**src/rtl/npu_mem_reader_if.sv**
```systemverilog
// Output beat stream from the NPU memory reader to the compute engine.
// The master side presents a beat and the slave side accepts it with out_ready.
interface npu_mem_reader_if;
    logic [31:0] out_data;
    logic        out_valid;
    logic        out_ready;
    logic        out_last;

    modport master (output out_data, output out_valid, output out_last, input out_ready);
    modport slave  (input out_data, input out_valid, input out_last, output out_ready);
endinterface

```
**src/rtl/npu_mem_reader.sv**
```systemverilog
// Streams image/conv/dense RAM contents to the NPU datapath.
// RAM read latency is absorbed by a valid pipe, and a credit-checked output FIFO provides backpressure.
//   state | meaning
//   IDLE  | waiting for start, no RAM reads
//   RUN   | issuing one read per cycle while credits allow
//   DRAIN | all reads issued, waiting for pipe and FIFO to empty
module npu_mem_reader #(
    parameter int RD_LAT     = 1,
    parameter int FIFO_DEPTH = 4
) (
    input  logic              clk,
    input  logic              reset,
    input  logic              start,
    input  logic [1:0]        src_sel,
    input  logic [15:0]       base_addr,
    input  logic [15:0]       length,
    output logic              busy,
    output logic              done,
    output logic              err,
    output logic [13:0]       img_addr,
    input  logic [7:0]        img_q0,
    input  logic [7:0]        img_q1,
    input  logic [7:0]        img_q2,
    input  logic [7:0]        img_q3,
    output logic [15:0]       conv_addr,
    input  logic [7:0]        conv_q,
    output logic [15:0]       dense_addr,
    input  logic [7:0]        dense_q,
    npu_mem_reader_if.master  strm
);
    localparam int PW = (FIFO_DEPTH > 1) ? $clog2(FIFO_DEPTH) : 1;
    localparam int CW = $clog2(FIFO_DEPTH + 1);

    typedef enum logic [1:0] {IDLE, RUN, DRAIN} state_t;
    state_t state, state_nx;

    logic [1:0]    sel_q;
    logic [15:0]   base_q, len_q, issued, beats_out;
    logic [RD_LAT:0] rd_pipe;
    logic [31:0]   mem [FIFO_DEPTH];
    logic [PW-1:0] wr_ptr, rd_ptr;
    logic [CW-1:0] fifo_cnt;
    logic [31:0]   cap_data;
    logic [15:0]   rd_addr;
    logic accept, reject, issue, finish, credit_ok, push, pop;

    assign rd_addr   = base_q + issued;
    assign credit_ok = ($countones(rd_pipe) + int'(fifo_cnt)) < FIFO_DEPTH;
    assign push      = rd_pipe[RD_LAT];
    assign pop       = strm.out_valid && strm.out_ready;

    assign busy           = (state != IDLE);
    assign strm.out_valid = (fifo_cnt != '0);
    assign strm.out_data  = mem[rd_ptr];
    assign strm.out_last  = strm.out_valid && (beats_out == len_q - 16'd1);

    always_comb begin
        case (sel_q)
            2'b00:   cap_data = {img_q0, img_q1, img_q2, img_q3};
            2'b01:   cap_data = {conv_q, 24'h0};
            2'b10:   cap_data = {dense_q, 24'h0};
            default: cap_data = 32'h0;
        endcase
    end

    always_ff @(posedge clk) begin
        if (reset) state <= IDLE;
        else       state <= state_nx;
    end

    always_comb begin
        state_nx = state;
        accept   = 1'b0;
        reject   = 1'b0;
        issue    = 1'b0;
        finish   = 1'b0;
        case (state)
            IDLE: begin
                if (start) begin
                    if (src_sel == 2'b11 || length == 16'd0) begin
                        reject = 1'b1;
                    end else begin
                        accept   = 1'b1;
                        state_nx = RUN;
                    end
                end
            end
            RUN: begin
                if (issued == len_q) state_nx = DRAIN;
                else if (credit_ok)  issue = 1'b1;
            end
            DRAIN: begin
                if (rd_pipe == '0 && fifo_cnt == '0) begin
                    finish   = 1'b1;
                    state_nx = IDLE;
                end
            end
            default: state_nx = IDLE;
        endcase
    end

    always_ff @(posedge clk) begin
        if (reset) begin
            done       <= 1'b0;
            err        <= 1'b0;
            sel_q      <= 2'b00;
            base_q     <= 16'h0;
            len_q      <= 16'h0;
            issued     <= 16'h0;
            beats_out  <= 16'h0;
            img_addr   <= 14'h0;
            conv_addr  <= 16'h0;
            dense_addr <= 16'h0;
            rd_pipe    <= '0;
            wr_ptr     <= '0;
            rd_ptr     <= '0;
            fifo_cnt   <= '0;
        end else begin
            done    <= finish || reject;
            err     <= reject && (src_sel == 2'b11);
            rd_pipe <= {rd_pipe[RD_LAT-1:0], issue};
            if (accept) begin
                sel_q     <= src_sel;
                base_q    <= base_addr;
                len_q     <= length;
                issued    <= 16'h0;
                beats_out <= 16'h0;
            end
            // Only the selected RAM address moves; the others keep their last value.
            if (issue) begin
                issued <= issued + 16'd1;
                case (sel_q)
                    2'b00:   img_addr   <= rd_addr[13:0];
                    2'b01:   conv_addr  <= rd_addr;
                    2'b10:   dense_addr <= rd_addr;
                    default: ;
                endcase
            end
            if (push) wr_ptr <= (wr_ptr == PW'(FIFO_DEPTH - 1)) ? '0 : wr_ptr + PW'(1);
            if (pop) begin
                rd_ptr    <= (rd_ptr == PW'(FIFO_DEPTH - 1)) ? '0 : rd_ptr + PW'(1);
                beats_out <= beats_out + 16'd1;
            end
            if (push && !pop)      fifo_cnt <= fifo_cnt + CW'(1);
            else if (!push && pop) fifo_cnt <= fifo_cnt - CW'(1);
        end
    end

    always_ff @(posedge clk) begin
        if (push) mem[wr_ptr] <= cap_data;
    end
endmodule

```
**src/flat_wrapper.sv**
```systemverilog
// flat-port wrapper written by rule: the top's interface ports become plain ports
module npu_mem_reader_flat 
#(
    parameter int RD_LAT     = 1,
    parameter int FIFO_DEPTH = 4
)
  (clk, reset, start, src_sel, base_addr, length, busy, done, err, img_addr, img_q0, img_q1, img_q2, img_q3, conv_addr, conv_q, dense_addr, dense_q, strm_out_data, strm_out_valid, strm_out_last, strm_out_ready);
  npu_mem_reader_if strm_i ();
  input  logic clk;
  input  logic reset;
  input  logic start;
  input  logic [1:0] src_sel;
  input  logic [15:0] base_addr;
  input  logic [15:0] length;
  output logic busy;
  output logic done;
  output logic err;
  output logic [13:0] img_addr;
  input  logic [7:0] img_q0;
  input  logic [7:0] img_q1;
  input  logic [7:0] img_q2;
  input  logic [7:0] img_q3;
  output logic [15:0] conv_addr;
  input  logic [7:0] conv_q;
  output logic [15:0] dense_addr;
  input  logic [7:0] dense_q;
  output wire logic [$bits(strm_i.out_data)-1:0] strm_out_data;
  output wire logic [$bits(strm_i.out_valid)-1:0] strm_out_valid;
  output wire logic [$bits(strm_i.out_last)-1:0] strm_out_last;
  input wire logic [$bits(strm_i.out_ready)-1:0] strm_out_ready;
  assign strm_out_data = strm_i.out_data;
  assign strm_out_valid = strm_i.out_valid;
  assign strm_out_last = strm_i.out_last;
  assign strm_i.out_ready = strm_out_ready;
  npu_mem_reader #(.RD_LAT(RD_LAT), .FIFO_DEPTH(FIFO_DEPTH)) u_core (.clk(clk), .reset(reset), .start(start), .src_sel(src_sel), .base_addr(base_addr), .length(length), .busy(busy), .done(done), .err(err), .img_addr(img_addr), .img_q0(img_q0), .img_q1(img_q1), .img_q2(img_q2), .img_q3(img_q3), .conv_addr(conv_addr), .conv_q(conv_q), .dense_addr(dense_addr), .dense_q(dense_q), .strm(strm_i));
endmodule
```
**config.mk**
```make
export PLATFORM = sky130hd
export DESIGN_NAME = npu_mem_reader_flat
export DESIGN_NICKNAME = d
export VERILOG_FILES = /design/src/rtl/npu_mem_reader_if.sv /design/src/rtl/npu_mem_reader.sv /design/src/flat_wrapper.sv
export SDC_FILE = /design/constraint.sdc
export NUM_CORES = 1
export LEC_CHECK = 0
export ABC_CLOCK_PERIOD_IN_PS = 3400
export CAP_MARGIN = 20
export CORE_MARGIN = 4
export CORE_UTILIZATION = 55
export CTS_CLUSTER_DIAMETER = 150
export DETAILED_ROUTE_END_ITERATION = 12
export PLACE_DENSITY = 0.81
export SYNTH_ARGS = -nofsm -noshare
export SYNTH_HDL_FRONTEND = slang
export SYNTH_SLANG_ARGS = --single-unit
```
**constraint.sdc**
```tcl
create_clock -name clk -period 3.4 [get_ports clk]
set_input_delay 0.51 -clock clk [delete_from_list [all_inputs] [get_ports clk]]
set_output_delay 0.51 -clock clk [all_outputs]
set_load 0.02 [all_outputs]
```
Word level (Yosys, flattened, before mapping)
Memories as Yosys holds them, arrays and structs flattened. A register that Yosys moved wholly into a read port is not among the register bits. Cells that the tools add are included.

Muxes and demuxes: 28. Div/mod/pow operators: 0. Bitwise operators: 0. $lt $le $gt $ge: 1. Reductions and logical operators: 24. Add/sub/neg operators: 10. Multipliers: 0. Shifts and indexed selects: 0. Eq/ne operators: 13.

Operators by type and width (number): $pmux W32 S3 (1); $mux W16 (3); $add A16 B1 Y16 const B (2); $add A32 B4 Y32 (1); $eq A16 B16 Y1 (2); $lt A32 B4 Y1 const B (1); $add A16 B16 Y16 (1); $logic_not A16 Y1 (1); $mux W2 (8); $sub A16 B1 Y16 const B (1); $mux W1 (13); $eq A2 B2 Y1 const B (5); $reduce_bool A2 Y1 (4); $logic_and A1 B1 Y1 (6); $logic_not A2 Y1 (3); $mux W3 (2); $pmux W2 S3 (1); $reduce_and A2 Y1 (3); $add A2 B1 Y2 const B (2); $eq A2 B1 Y1 const B (2); $ne A2 B1 Y1 const B (2); $ne A2 B2 Y1 const B (2); $reduce_and A4 Y1 (1); $add A3 B1 Y3 const B (1); 6 further kinds (8).

Bits in latches: 0. Word-level logic and storage cells: 92. ROM bits: 0. Memories kept: 1. Memory bits (writable): 128. Output and inout bits: 83. Flip-flop bits (word level): 125.

Memories: u_core.mem (words 4, bits a word 32, rd ports 1, clocked after memory_dff 1, write ports 1, line npu_mem_reader.sv:40) `logic [31:0] mem [FIFO_DEPTH];`.

Longest topological paths before layout
Gate-level depths: netlist of the first run.

Depth in word-level cells: 7. Mapped depth: 12. Mapped depth without buffers: 10.

Worst setup path after synthesis of the first run
OpenSTA, ideal clock, no wires.

Kind: register -> register. Start point: reg u_core.fifo_cnt[0]. End point: reg u_core.fifo_cnt[2]. Arrival: 2.806 ns. Library setup time: 0.070 ns. Period minus slack after synthesis: 2.877 ns. Cell stages (with the launch flop): 13. Buffers on the path: 2. Path slack: 0.523 ns. Data required time: 3.330 ns. Path through: dfxtp_1 -> nor3_1 -> inv_1 -> and2_1 -> clkbuf_1 -> clkinv_1 -> buf_1 -> ha_1 -> inv_1 -> fa_1 -> xor2_1 -> or3_1 -> a21oi_1.

Cells in the longest elaborated chain, start to end: 5.

Ends and longest elaborated chain: from (decl) (line npu_mem_reader.sv:42) `logic [CW-1:0] fifo_cnt;`; from (signal assigned) (line npu_mem_reader.sv:144) `if (push && !pop) fifo_cnt <= fifo_cnt + CW'(1);`; from (signal assigned) (line npu_mem_reader.sv:145) `else if (!push && pop) fifo_cnt <= fifo_cnt - CW'(1);`; $reduce_bool A3 Y1 * (line npu_mem_reader.sv:53) `assign strm.out_valid = (fifo_cnt != '0);`; via strm_out_valid (line flat_wrapper.sv:28) `output wire logic [$bits(strm_i.out_valid)-1:0] strm_out_valid;`; $logic_and A1 B1 Y1 * (line npu_mem_reader.sv:50) `assign pop = strm.out_valid && strm.out_ready;`; $logic_not A1 Y1 (line npu_mem_reader.sv:144); $logic_and A1 B1 Y1 (line npu_mem_reader.sv:144); $mux W3 / $reduce_bool A2 Y1 (equally long branches).

The timed path passes the listed nets; every way through them passes the cells marked *. The select of a mux whose other input is x is not followed. A chain may end at the register's enable or synchronous reset.

Final worst setup path of the first run
Start point: reg u_core.len_q[2]. End point: out strm_out_last.

Cells in the longest elaborated chain, start to end: 3.

Ends and longest elaborated chain: from (decl) (line npu_mem_reader.sv:38) `logic [15:0] base_q, len_q, issued, beats_out;`; from (signal assigned) (line npu_mem_reader.sv:125) `len_q <= length;`; $sub A16 B1 Y16 (line npu_mem_reader.sv:55) `assign strm.out_last = strm.out_valid && (beats_out == len_q - 16'd1);`; $eq A16 B16 Y1 (line npu_mem_reader.sv:55); $logic_and A1 B1 Y1 (line npu_mem_reader.sv:55); to (decl) (line flat_wrapper.sv:29) `output wire logic [$bits(strm_i.out_last)-1:0] strm_out_last;`.

No other way between the ends.

==> results of run 1 <==
==> metrics by stage <==
step	hold WS (ps)	utilization [%]
floorplan	440	-
detailed placement	454	65.3
CTS	462	69.4
global route	487	69.7
finish	461	69.7
global placement	450	65.3
==> how the worst max path moves through the flow <==
stage                            start                 end  slack (ps)  depth (start not counted)
global route           u_core.len_q[2]       strm_out_last         -50                          7
CTS                    u_core.len_q[4]       strm_out_last          80                          7
finish                 u_core.len_q[2]       strm_out_last         100                          7
floorplan           u_core.fifo_cnt[0]  u_core.fifo_cnt[2]         520                         12
global placement       u_core.len_q[2]       strm_out_last         240                          7
detailed placement     u_core.len_q[4]       strm_out_last         190                          7
==> sequential cells by signal, indices dropped and copies added (netlist names), 3 cells and up, named ones only <==
name	cells
u_core.img_addr	14
u_core.issued	16
u_core.len_q	16
u_core.mem	128
u_core.dense_addr	16
u_core.base_q	16
u_core.conv_addr	16
u_core.fifo_cnt	3
u_core.beats_out	16
==> layer usage <==
layer,vias to the layer above,part of all wire (%),GRT usage (%)
li1,4245,-,-
met1,4354,41,31.1
met2,272,50,41.3
met3,52,6.6,4.31
met4,0,2.6,6.31
met5,-,0,0
==> area by class of cell <==
type                            count  area (um2)  area share, %
Sequential cell                   255        6390           43.7
Multi-Input combinational cell    729        5080           34.7
Timing Repair Buffer              196        1900           13.0
Clock buffer                       30         666           4.55
Tap cell                          275         344           2.35
Clock inverter                     18         185           1.26
Inverter                           21        78.8          0.538
==> cells in the final DEF (no fill, tap or decap), types with 18 or more instances in the layout <==
cell             instances
nand2b_1                23
clkbuf_16               26
nand3_1                 23
dfxtp_1                125
xor2_1                  28
and2_1                  33
inv_1                   20
o21ai_0                 53
mux4_2                  32
a21oi_1                 94
xnor2_1                 18
mux2i_1                 28
nor2_1                  68
clkdlybuf4s50_1        166
buf_4                   29
ha_1                    26
nand2_1                120
edfxtp_1               128
==> repair_timing <==
action	CTS	global route
cloned	0	0
endpoints found under the hold margin	0	0
setup buffers	0	2
gates resized for setup	5	11
pin swaps	1	5
setup endpoints to repair	1	1
==> worst register-to-register path, delay by kind of cell (launching register included) <==
family	cells	cell delay, ps
mux	1	150
fa+ha+maj	2	610
buf+inv	1	60
flops	1	450
compound gates	3	1010
simple gates	2	310
==> where the power goes <==
part           switching (mW)  total [mW]  internal, mW  leakage [nW]
clock                    1.16        2.80          1.64         0.407
sequential             0.0929        3.44          3.35          2.19
combinational           0.903        1.65         0.744          2.52
==> cell families after synthesis <==
family / after synthesis / synth area share (%)
AND/OR/NAND/NOR: 373 / 16.1
flip-flops: 255 / 54.4
AO/OA/AOI/OAI: 221 / 11.5
buffers and inverters: 82 / 2.82
multiplexers: 60 / 8.53
XOR/XNOR: 46 / 3.43
adder cells (fa/ha/maj): 29 / 3.22
==> flow_summary.toml, run 1 <==
[yosys]
yosysSeqAreaShare_pct = 54.4
ys_warn_count = 0
yosysTopAreaCellShare_pct = 32.7
ys_top_cells_by_count = "edfxtp_1, dfxtp_1, nand2_1"
synth_flop_cell = "edfxtp_1"
synth-edff-count = 128
synth_cells = 1066
synth_top_cell_by_area = "edfxtp_1"
yosysMostFrequentCell = "edfxtp_1"
synth_nets = 1181
synthDistinctLibCells = 62
ys_ff_latch = 255
postSynthAreaPerCell_um2 = 11.0
netlist_area_um2 = 11700
async_reset_ff_share_pct = 0
synthTopCellsByArea = "edfxtp_1, dfxtp_1, mux4_2"

[floorplanning]
core_um2 = 21000
fp.dieW_um = 154
die_y_um = 154
initial_core_util_pct = 55.9
ios = 169
rows = 53
die_area_um2 = 23700

[clock_tree]
cts_sinks = 255
insertion_delay_ps = 530
postCtsHoldBufs = 0
clockBufferDepth = 3
htreeDepth = 1
clk_pin_slew_ps = 60
cts_root_buf = "clkbuf_16"
cts_tree = "yes"
cts-buffers-inserted = 26

[drt]
wire_per_inst_um = 19.1
routed_via_density = 5.85
drt_first_iter_violations = 629
wl_mm = 29.1
first_pass_iters = 7
vias = 8923
ant_nets = 0
route.detailed.drc = 0

[grt]
grtUsageTotal_pct = 23.9
grt_pass1_vias = 8581
grt_pass1_wl_mm = 46.2
grt_max_degree = 76
overflow = 0
antenna_found_initial = 0

[placement]
placed_cell_area_um2 = 13700
finalWeightedCongestion = 0.899
post-place-ws_ps = 188
port_buffers = 168
hpwl_mm = 19.4
dp.cells = 1474

[worst_setup_path]
cp_num_buf_inv = 1
start_kind = "flop"
cp-end-kind = "primary output"
slowest_delay_ps = 590
worstSetupPathType = "reg -> out"
r2r-start = "u_core.issued[0]"
arrival_ps = 2790
timing.reg2reg.setup_slack_ps = 740
crit_path_cell_trace = "or4_4 -> o31ai_4 -> a21oi_1 -> a311oi_2 -> o211ai_1 -> a2111oi_2 -> buf_4"
slowest_stage = "or4_4"
r2r_cells = 9
cp.required_ps = 2890
rr_endpoint = "u_core.dense_addr[10]"
critPathTopFamily = "compound AO/OA/AOI/OAI gates"
path_max_fanout = 4

[timing]
finalCritPeriodShare_pct = 97.1
fin_tns_setup_ps = 0
fin_ws_ps = 97.4
layout_min_cycle_time_ps = 3300
final_hold_viol_count = 0
tightest_slew_ps = 757
maxSlewViolCount = 0
max-slew-margin-rel_pct = 49.5
max_freq_ghz = 0.303
fin_skew_ps = 17.9
finalSetupViolCount = 0

[final_layout]
design_area_um2 = 14600
area_growth_pct = 24.7
antenna_cells = 0
nFillCells = 1483
final_nets = 1344
fin_cells = 1524
final_layout_size_suffix_gt1_share_pct = 9.85

[pwr]
p_per_area_nw_per_um2 = 539
power_leakage_nw = 5.11
finalPower_mw = 7.89
irDropWorstVdd_v = 0.000375

[flow_run]
maxCapViolCount = 0

[worst_hold_path]
min_from = "u_core.base_q[13]"
holdCritPathClass = "reg -> reg"
hold_end = "u_core.base_q[13]"
worstHoldPathCells = 2

[outcome]
outcome = "complete, no violations"
Power figures use the tool's default switching activity.
==> inputs of run 2 (changes only) <==
--- a/config.mk
+++ b/config.mk
@@ -6,7 +6,7 @@
 export NUM_CORES = 1
 export LEC_CHECK = 0
 export ABC_CLOCK_PERIOD_IN_PS = 3400
-export CAP_MARGIN = 20
+export CAP_MARGIN = 0
 export CORE_MARGIN = 4
 export CORE_UTILIZATION = 55
 export CTS_CLUSTER_DIAMETER = 150
==> results of run 2 <==
The final DEF is identical to that of run 1; final timing and power are the same.
==> inputs of run 3 (changes only) <==
--- a/config.mk
+++ b/config.mk
@@ -5,13 +5,14 @@
 export SDC_FILE = /design/constraint.sdc
 export NUM_CORES = 1
 export LEC_CHECK = 0
+export ABC_AREA = 1
 export ABC_CLOCK_PERIOD_IN_PS = 3400
 export CAP_MARGIN = 0
 export CORE_MARGIN = 4
 export CORE_UTILIZATION = 55
 export CTS_CLUSTER_DIAMETER = 150
 export DETAILED_ROUTE_END_ITERATION = 12
-export PLACE_DENSITY = 0.81
+export PLACE_DENSITY = 0.8
 export SYNTH_ARGS = -nofsm -noshare
 export SYNTH_HDL_FRONTEND = slang
 export SYNTH_SLANG_ARGS = --single-unit
==> run 3 against run 2 <==
Effect of this change:
- first-iteration DRC count is 16% higher
- via count grew 17%
- die area grew 4.0%
- clock skew increased by 3.4 ps
- final cell count rose by 29%
- non-clock buffer count down 8
- critical path type unchanged
- flip-flop and latch count is the same
- combinational power increased by 58%
- sequential power up 2%
==> flow_summary.toml, run 3 <==
[yosys]
async_reset_ff_share_pct = 0
yosysTopAreaCellShare_pct = 31.4
synthTopCellsByArea = "edfxtp_1, dfxtp_1, nand2_1"
ys_warn_count = 0
yosysSeqAreaShare_pct = 52.2
synth_flop_cell = "edfxtp_1"
synth_cells = 1511
yosysMostFrequentCell = "nand2_1"
ys_ff_latch = 255
netlist_area_um2 = 12200
ys_top_cells_by_count = "nand2_1, nor2_1, inv_1"
synth-edff-count = 128
synth_nets = 1626
postSynthAreaPerCell_um2 = 8.10
synthDistinctLibCells = 39
synth_top_cell_by_area = "edfxtp_1"

[final_layout]
final_common_cell = "nand2_1"
area_growth_pct = 23.2
antenna_cells = 0
final_nets = 1785
layout_common_cells = "nand2_1, nor2_1, clkdlybuf4s50_1"
design_area_um2 = 15100
regMostFlops = "u_core.mem"
final_layout_size_suffix_gt1_share_pct = 5.20
largest_register_ffs = 128

[placement]
hpwl_mm = 20.2
finalWeightedCongestion = 0.901
placed_cell_area_um2 = 14200
post-place-ws_ps = 442
port_buffers = 168

[timing]
max_freq_ghz = 0.317
maxSlewViolCount = 0
tightest_slew_ps = 896
layout_min_cycle_time_ps = 3160
finalCritPeriodShare_pct = 92.9
fin_skew_ps = 21.3
final_hold_viol_count = 0
fin_ws_ps = 241
finalSetupViolCount = 0
rsz0062_at_grt = "false"
fin_tns_setup_ps = 0
max-slew-margin-rel_pct = 40.2

[floorplanning]
core_um2 = 21800
die_area_um2 = 24700
ios = 169
die_y_um = 157
rows = 54
fp.dieW_um = 157
initial_core_util_pct = 56.1

[flow_run]
maxCapViolCount = 0

[worst_setup_path]
cp.required_ps = 2890
slowest_delay_ps = 350
r2r-start = "u_core.fifo_cnt[0]"
timing.reg2reg.setup_slack_ps = 1040
critPathLaunch = "u_core.len_q[0]"
crit_end = "strm_out_last"
start_kind = "flop"
worstSetupPathType = "reg -> out"
slowest_stage = "dlygate4sd2_1"
r2r_cells = 10
crit_path_cell_trace = "inv_1 -> ha_1 -> nand3_1 -> nor2_2 -> xor2_1 -> nand2_1 -> inv_1 -> nand3_1 -> nor2_1 -> nand2_1 -> nor2_1 -> dlygate4sd2_1"
cp-end-kind = "primary output"
rr_endpoint = "u_core.fifo_cnt[2]"
arrival_ps = 2650
path_max_fanout = 5

[clock_tree]
cts-buffers-inserted = 27
cts_sinks = 255
htreeDepth = 1
clockBufferDepth = 3
cts_tree = "yes"
insertion_delay_ps = 550
cts_root_buf = "clkbuf_16"
clk_pin_slew_ps = 60
cts_setup_buffers = 0

[grt]
grtUsageTotal_pct = 23.4
grt_max_degree = 65
antenna_found_initial = 0
overflow = 0
grt_pass1_wl_mm = 47.6
grt_pass1_vias = 9979

[drt]
route.detailed.drc = 0
wire_per_inst_um = 15.1
ant_nets = 0
routed_via_density = 5.28
drt_first_iter_violations = 730
first_pass_iters = 5
wl_mm = 29.8
vias = 10405

[pwr]
finalPower_mw = 9.06
p_per_area_nw_per_um2 = 601
power_leakage_nw = 6.34
irDropWorstVdd_v = 0.000417

[worst_hold_path]
holdCritPathClass = "reg -> reg"

[outcome]
outcome = "complete, no violations"
run 3: cell count changes in the layout (fill, tap and decap cells not counted), moves of 33 or more:
cell | previous run | this run
nand2_1 | 120 | 339
inv_1 | 20 | 164
o21ai_0 | 53 | 109
and2_1 | 33 | 0
nor2_1 | 68 | 249
nand3_1 | 23 | 88
run 3: layer usage:
| metal | track usage, % | vias up | share of wire, % |
|---|---|---|---|
| met2 | 42.3 | 307 | 50 |
| met4 | 7.29 | 0 | 2.5 |
| li1 | - | 5239 | - |
| met1 | 29.2 | 4804 | 41 |
| met3 | 3.13 | 55 | 5.7 |
| met5 | 0 | - | 0 |
run 3: area by class of cell:
class,count,area [um2]
well taps,280,350
clock inverters,4,60.1
fillers,1735,6750
multi-input cells,1023,4930
inverters,175,657
repair buffers,188,1840
clock buffers,46,848
flip-flops and latches,255,6390
run 3: kinds of logic after synthesis:
logic type,synth area share (%)
flops,52.2
fa+ha+maj,3.09
simple gates,24.1
xor+xnor,2.51
buf+inv,7.58
compound gates,10.6
run 3: how the worst min path moves through the flow:
stage                                   end  cells after the start               from
after floorplan           u_core.rd_pipe[1]                      2  u_core.rd_pipe[0]
after global placement    u_core.rd_pipe[1]                      2  u_core.rd_pipe[0]
after detailed placement  u_core.base_q[11]                      2  u_core.base_q[11]
after CTS                 u_core.base_q[11]                      2  u_core.base_q[11]
after global routing       u_core.base_q[7]                      2   u_core.base_q[7]
final                      u_core.base_q[7]                      2   u_core.base_q[7]
run 3: what timing repair did:
action                                  in CTS  in global routing
hold buffers                                 0                  0
gates resized for setup                      2                  0
endpoints found under the setup margin       1                  0
run 3: worst max-delay path, delay by kind of cell (launching register included):
family	cells	cell delay, ps
AND/OR/NAND/NOR	7	800
flip-flops	1	320
adder cells (fa/ha/maj)	1	270
XOR/XNOR	1	170
buffers and inverters	3	540
run 3: where the power goes:
part           internal (mW)  leakage, nW  switching, mW
Sequential              3.40         2.20          0.103
Clock                   1.77        0.446           1.18
Combinational           1.02         3.70           1.58
run 3: stage by stage:
step | hold WS, ps | std cells | util (%)
finish | 469 | 1971 | 69.1
global route | 496 | 1971 | 69.1
CTS | 470 | 1971 | 69.1
detailed placement | 462 | 1921 | 64.9
global placement | 454 | 1921 | 64.9
floorplan | 434 | 1511 | -
